## src/rtl/adc_rx_pkg.sv

```systemverilog
// adc_rx_pkg: shared definitions for the audio codec ADC capture path.
// Contents:
//   rx_state_e   - slot-capture FSM states (IDLE, SKIP, SHIFT, HOLD)
//   CH_LEFT/RIGHT- ADCLRCK level that identifies each channel slot
//   DEF_SAMPLE_W - default captured bits per channel
package adc_rx_pkg;

    typedef enum logic [1:0] {
        ST_IDLE  = 2'd0,
        ST_SKIP  = 2'd1,
        ST_SHIFT = 2'd2,
        ST_HOLD  = 2'd3
    } rx_state_e;

    localparam logic CH_LEFT  = 1'b1;
    localparam logic CH_RIGHT = 1'b0;

    localparam int DEF_SAMPLE_W = 16;

endpackage

```

## src/rtl/adc_rx_sync_edge.sv

```systemverilog
// sync_edge: SYNC_STAGES-deep synchronizer for one codec pin, followed by a
// registered level/rise/fall stage. All three outputs come from the same
// register stage, so instances of equal depth stay cycle-aligned.
// Ports:
//   clk_i   - system clock
//   rst_n_i - asynchronous active-low reset
//   d_i     - asynchronous pin input
//   q_o     - synchronized level
//   rise_o  - one-cycle pulse on a 0->1 transition of the synchronized level
//   fall_o  - one-cycle pulse on a 1->0 transition of the synchronized level
module sync_edge #(
    parameter int SYNC_STAGES = 2
) (
    input  logic clk_i,
    input  logic rst_n_i,
    input  logic d_i,
    output logic q_o,
    output logic rise_o,
    output logic fall_o
);

    logic [SYNC_STAGES-1:0] sync_q;
    logic                   prev_q;
    logic                   level_q;
    logic                   rise_q;
    logic                   fall_q;
    logic                   sync_lvl;

    assign sync_lvl = sync_q[SYNC_STAGES-1];

    always_ff @(posedge clk_i or negedge rst_n_i) begin
        if (!rst_n_i) begin
            sync_q  <= '0;
            prev_q  <= 1'b0;
            level_q <= 1'b0;
            rise_q  <= 1'b0;
            fall_q  <= 1'b0;
        end else begin
            sync_q  <= {sync_q[SYNC_STAGES-2:0], d_i};
            prev_q  <= sync_lvl;
            level_q <= sync_lvl;
            rise_q  <= sync_lvl & ~prev_q;
            fall_q  <= ~sync_lvl & prev_q;
        end
    end

    assign q_o    = level_q;
    assign rise_o = rise_q;
    assign fall_o = fall_q;

endmodule

```

## src/rtl/adc_rx.sv

```systemverilog
// adc_rx: audio codec ADC capture. Oversamples AUD_BCLK/AUD_ADCLRCK/AUD_ADCDAT
// in the clk_50 domain, deserializes MSB-first SAMPLE_W-bit words per slot
// (left-justified or I2S framing), pairs left+right and hands the pair to a
// consumer over a valid/ready handshake.
// Ports:
//   clk_50       - system clock (>= 4x BCLK)
//   ar           - asynchronous active-low reset
//   AUD_BCLK     - codec bit clock, sampled as data
//   AUD_ADCLRCK  - codec ADC frame clock, 1 = left slot, 0 = right slot
//   AUD_ADCDAT   - codec ADC serial data
//   enable       - capture enable
//   rx_ready     - consumer accepts the pair
//   rx_valid     - pair available
//   rx_ldata     - left sample
//   rx_rdata     - right sample
//   overrun      - sticky: a pair was dropped while the previous one was pending
//   clr_overrun  - clears overrun (a simultaneous set wins)
//   frame_err    - one-cycle pulse: slot ended before SAMPLE_W bits were captured
module adc_rx
    import adc_rx_pkg::*;
#(
    parameter int SAMPLE_W    = DEF_SAMPLE_W,
    parameter int I2S_DELAY   = 0,
    parameter int SYNC_STAGES = 2
) (
    input  logic                clk_50,
    input  logic                ar,
    input  logic                AUD_BCLK,
    input  logic                AUD_ADCLRCK,
    input  logic                AUD_ADCDAT,
    input  logic                enable,
    input  logic                rx_ready,
    output logic                rx_valid,
    output logic [SAMPLE_W-1:0] rx_ldata,
    output logic [SAMPLE_W-1:0] rx_rdata,
    output logic                overrun,
    input  logic                clr_overrun,
    output logic                frame_err
);

    localparam int CNT_W = $clog2(SAMPLE_W + 1);

    // Synchronized pins
    logic bclk_level_unused, bclk_rise, bclk_fall_unused;
    logic lrck_s, lrck_rise_unused, lrck_fall_unused;
    logic dat_s, dat_rise_unused, dat_fall_unused;

    sync_edge #(.SYNC_STAGES(SYNC_STAGES)) u_sync_bclk (
        .clk_i   (clk_50),
        .rst_n_i (ar),
        .d_i     (AUD_BCLK),
        .q_o     (bclk_level_unused),
        .rise_o  (bclk_rise),
        .fall_o  (bclk_fall_unused)
    );

    sync_edge #(.SYNC_STAGES(SYNC_STAGES)) u_sync_lrck (
        .clk_i   (clk_50),
        .rst_n_i (ar),
        .d_i     (AUD_ADCLRCK),
        .q_o     (lrck_s),
        .rise_o  (lrck_rise_unused),
        .fall_o  (lrck_fall_unused)
    );

    sync_edge #(.SYNC_STAGES(SYNC_STAGES)) u_sync_dat (
        .clk_i   (clk_50),
        .rst_n_i (ar),
        .d_i     (AUD_ADCDAT),
        .q_o     (dat_s),
        .rise_o  (dat_rise_unused),
        .fall_o  (dat_fall_unused)
    );

    // Capture state
    rx_state_e           state_q, state_d;
    logic                lrck_q, lrck_d;
    logic                lrck_seen_q, lrck_seen_d;
    logic [SAMPLE_W-1:0] shift_q, shift_d;
    logic [CNT_W-1:0]    bit_cnt_q, bit_cnt_d;
    logic                chan_q, chan_d;
    logic [SAMPLE_W-1:0] lhold_q, lhold_d;
    logic                left_ok_q, left_ok_d;

    // Published outputs
    logic                valid_q, valid_d;
    logic [SAMPLE_W-1:0] ldata_q, ldata_d;
    logic [SAMPLE_W-1:0] rdata_q, rdata_d;
    logic                overrun_q, overrun_d;
    logic                frame_err_q, frame_err_d;

    logic                boundary;
    logic                commit;
    logic                publish;
    logic [SAMPLE_W-1:0] shifted;

    always_ff @(posedge clk_50 or negedge ar) begin
        if (!ar) begin
            state_q     <= ST_IDLE;
            lrck_q      <= 1'b0;
            lrck_seen_q <= 1'b0;
            shift_q     <= '0;
            bit_cnt_q   <= '0;
            chan_q      <= CH_RIGHT;
            lhold_q     <= '0;
            left_ok_q   <= 1'b0;
            valid_q     <= 1'b0;
            ldata_q     <= '0;
            rdata_q     <= '0;
            overrun_q   <= 1'b0;
            frame_err_q <= 1'b0;
        end else begin
            state_q     <= state_d;
            lrck_q      <= lrck_d;
            lrck_seen_q <= lrck_seen_d;
            shift_q     <= shift_d;
            bit_cnt_q   <= bit_cnt_d;
            chan_q      <= chan_d;
            lhold_q     <= lhold_d;
            left_ok_q   <= left_ok_d;
            valid_q     <= valid_d;
            ldata_q     <= ldata_d;
            rdata_q     <= rdata_d;
            overrun_q   <= overrun_d;
            frame_err_q <= frame_err_d;
        end
    end

    always_comb begin
        state_d     = state_q;
        lrck_d      = lrck_q;
        lrck_seen_d = lrck_seen_q;
        shift_d     = shift_q;
        bit_cnt_d   = bit_cnt_q;
        chan_d      = chan_q;
        lhold_d     = lhold_q;
        left_ok_d   = left_ok_q;
        valid_d     = valid_q;
        ldata_d     = ldata_q;
        rdata_d     = rdata_q;
        overrun_d   = overrun_q & ~clr_overrun;
        frame_err_d = 1'b0;
        commit      = 1'b0;
        publish     = 1'b0;
        shifted     = {shift_q[SAMPLE_W-2:0], dat_s};

        // The very first BCLK rise after reset only loads the LRCK reference,
        // so the reset value of lrck_q can never fake a slot boundary.
        boundary = bclk_rise & lrck_seen_q & (lrck_s != lrck_q);

        if (bclk_rise) begin
            lrck_d      = lrck_s;
            lrck_seen_d = 1'b1;
        end

        if (!enable) begin
            state_d   = ST_IDLE;
            bit_cnt_d = '0;
            left_ok_d = 1'b0;
        end else if (boundary) begin
            if (state_q == ST_SHIFT || state_q == ST_SKIP) begin
                frame_err_d = 1'b1;
            end
            chan_d    = lrck_s;
            bit_cnt_d = '0;
            if (I2S_DELAY == 0) begin
                // Left-justified: the boundary bit itself is the MSB.
                shift_d   = shifted;
                bit_cnt_d = CNT_W'(1);
                state_d   = ST_SHIFT;
            end else begin
                state_d = ST_SKIP;
            end
        end else if (bclk_rise) begin
            case (state_q)
                ST_SKIP: begin
                    shift_d   = shifted;
                    bit_cnt_d = CNT_W'(1);
                    state_d   = ST_SHIFT;
                end
                ST_SHIFT: begin
                    shift_d   = shifted;
                    bit_cnt_d = bit_cnt_q + CNT_W'(1);
                    if (bit_cnt_q == CNT_W'(SAMPLE_W - 1)) begin
                        commit  = 1'b1;
                        state_d = ST_HOLD;
                    end
                end
                default: ;
            endcase
        end

        // A right word is only paired with a left word captured earlier in
        // the same frame; an orphan right word is silently dropped.
        if (commit) begin
            if (chan_q == CH_LEFT) begin
                lhold_d   = shifted;
                left_ok_d = 1'b1;
            end else if (left_ok_q) begin
                publish   = 1'b1;
                left_ok_d = 1'b0;
            end
        end

        if (publish) begin
            if (!valid_q || rx_ready) begin
                valid_d = 1'b1;
                ldata_d = lhold_q;
                rdata_d = shifted;
            end else begin
                overrun_d = 1'b1;
            end
        end else if (valid_q && rx_ready) begin
            valid_d = 1'b0;
        end
    end

    assign rx_valid  = valid_q;
    assign rx_ldata  = ldata_q;
    assign rx_rdata  = rdata_q;
    assign overrun   = overrun_q;
    assign frame_err = frame_err_q;

endmodule

```

## config.mk

```make
export PLATFORM = sky130hd
export DESIGN_NAME = adc_rx
export DESIGN_NICKNAME = d
export VERILOG_FILES = /design/src/rtl/adc_rx_pkg.sv /design/src/rtl/adc_rx_sync_edge.sv /design/src/rtl/adc_rx.sv
export SDC_FILE = /design/constraint.sdc
export NUM_CORES = 1
export LEC_CHECK = 0
export ABC_AREA = 1
export BUFFER_PORTS_ARGS = -buffer_cell sky130_fd_sc_hd__buf_2
export CAP_MARGIN = 5
export CORE_AREA = 5 5 92 94
export DETAILED_ROUTE_END_ITERATION = 8
export DIE_AREA = 0 0 97 99
export PLACE_DENSITY = 0.74
export SKIP_LAST_GASP = 1
export SYNTH_ARGS = -nofsm -noshare
export SYNTH_HDL_FRONTEND = slang
export SYNTH_HIERARCHICAL = 1
export SYNTH_SLANG_ARGS = --single-unit
```

## constraint.sdc

```tcl
create_clock -name clk_50 -period 2.26 [get_ports clk_50]
set_input_delay 0 -clock clk_50 [delete_from_list [all_inputs] [get_ports clk_50]]
set_output_delay 0 -clock clk_50 [all_outputs]
set_load 0.02 [all_outputs]
```

==> impl_metrics.yaml <==
sta:
  setup_viol: 0
  whs_ns: 0.119
  finalCriticalPeriod_ns: 2.03
  drv_slew: 0
  rsz0062_at_grt: "yes"
  max_freq_mhz: 492
  worst_pin_slew_ns: 0.515
  hold_viol: 0
  maxSlewHeadroom_pct: 65.7
  fin_crit_sh_pct: 89.9
  finalSetupTns_ns: 0
  skew_ns: 0.00856
clock_tree:
  clockBufferDepth: 2
  cts_root_buf: "clkbuf_8"
  htree_num_levels: 3
  path_clk_slew_ns: 0.09
  insertion_delay_ns: 0.35
  cts_resized: 0
  cts_tree: "built"
  numCtsBuffers: 9
  clkSinkCount: 87
setup_path:
  endpoint_kind: "flip-flop"
  crit_fanout: 32
  worstSetupStartpoint: "bit_cnt_q[1]"
  r2r_slack_ns: 0.23
  cp.arrival_ns: 2.32
  cp-start-kind: "flip-flop"
  crit_type: "flip-flop to flip-flop"
  cp.required_ns: 2.55
  r2r-start: "bit_cnt_q[1]"
detailed_routing:
  viasPerCell: 5.03
  drt-pass1-iter-count: 4
  vias: 2819
  finalWirelength_um: 7340
  drtAntennaViolNets: 0
  drt_iter0_markers: 151
  wire_per_inst_um: 13.1
  route.detailed.drc: 0
pwr:
  cellPowerDensity_nw_per_um2: 711
  peakVddDrop_mv: 0.329
  leakagePower_nw: 2.23
floorplanning:
  core-area_um2: 7570
  placementRows: 32
  die-area_um2: 9600
  ios: 43
  die_w_um: 97
  initial_utilization_pct: 50.5
  die_h_um: 99
final_layout:
  antenna_cells: 0
  layout_commonest_cell: "nand2_1"
  regArea_um2: 2180
  fill_cells: 664
  multi_input_area_um2: 1320
  drive_gt1_share_pct: 19.2
  synthToLayoutAreaGrowth_pct: 14.5
  final_cell_mix: "nand2_1, dfrtp_1, inv_1"
  fin_nets: 464
  postLayoutCoreUtil_pct: 57.9
worst_hold_path:
  hold_class: "primary input to flip-flop"
  hold_path.startpoint: "enable"
logic_synthesis:
  synth_warnings: 6
  synthesis.instances: 408
  synth.avg_cell_area_um2: 9.37
  synthesis.area_um2: 3820
  synth_nets: 419
global_routing:
  grtUsageTotal_pct: 16.9
  first_global_vias: 2811
  grt_overflow_total: 0
  antenna_found_initial: 0
  grt_max_degree: 49
  grt_pass1_wl_um: 13300
placed_design:
  place.gp.congestion: 0.813
  port_buffers: 42
  hpwl_um: 4960
run_status:
  outcome: "completed"
run:
  max_cap_viol_count: 0
sequential cells by signal (all words and copies together) (netlist names), 2 cells and up:
register            flops
rx_rdata               16
shift_q                15
bit_cnt_q               5
u_sync_lrck/sync_q      2
rx_ldata               16
lhold_q                16
state_q                 2
u_sync_bclk/sync_q      2
u_sync_dat/sync_q       2
critical path, cell delays in order (launching register included):
cell	delay (ns)
dfrtp_1	0.38
ha_1	0.17
nand2_1	0.07
nor2_1	0.10
ha_1	0.20
nand2_1	0.10
nor2_4	0.12
nand3_2	0.15
nor2_8	0.41
nand3_1	0.14
nand2_1	0.11
routing by layer:
metal,vias to the layer above,GRT usage [%],part of all wire [%]
li1,1388,-,-
met4,0,6.80,1.6
met3,9,3.61,4.2
met1,1361,22.4,47
met5,-,0,0
met2,61,27.2,47
stage by stage:
step,worst slack (ns),std cells,power (mW),area (µm²)
2_1_floorplan,0.564,408,1.87,3820
3_3_place_gp,0.313,538,1.96,4100
3_5_place_dp,0.242,538,1.97,4100
4_1_cts,0.190,560,3.15,4380
5_1_grt,-0.0329,560,3.26,4380
6_report,0.229,560,3.12,4380
power by group:
part / internal, mW / switching [mW] / total (mW)
clock network: 0.623 / 0.548 / 1.17
registers: 1.64 / 0.0985 / 1.74
logic: 0.0638 / 0.138 / 0.202
total: 2.33 / 0.784 / 3.12
path summary, 6_finish.rpt:
check	end	depth (start not counted)
setup / recovery	rx_rdata[3]	10
setup reg to reg	rx_rdata[3]	10
min in group asynchronous	u_sync_bclk/rise_o	2
hold / removal	shift_q[9]	3
hold reg to reg	u_sync_dat/sync_q[1]	0
max in group asynchronous	shift_q[12]	3
cell type report:
type | instances | area share (%)
flip-flops and latches | 87 | 49.7
clock buffers | 9 | 2.83
well taps | 102 | 2.91
multi-input cells | 249 | 30.2
inverters | 51 | 4.37
clock inverters | 7 | 2.23
repair buffers | 55 | 7.71
repair_timing:
action	in CTS	in global routing
setup endpoints to repair	0	6
buffers inserted	0	0
hold buffers	6	0
endpoints found under the hold margin	44	0
Power figures use the tool's default switching activity.
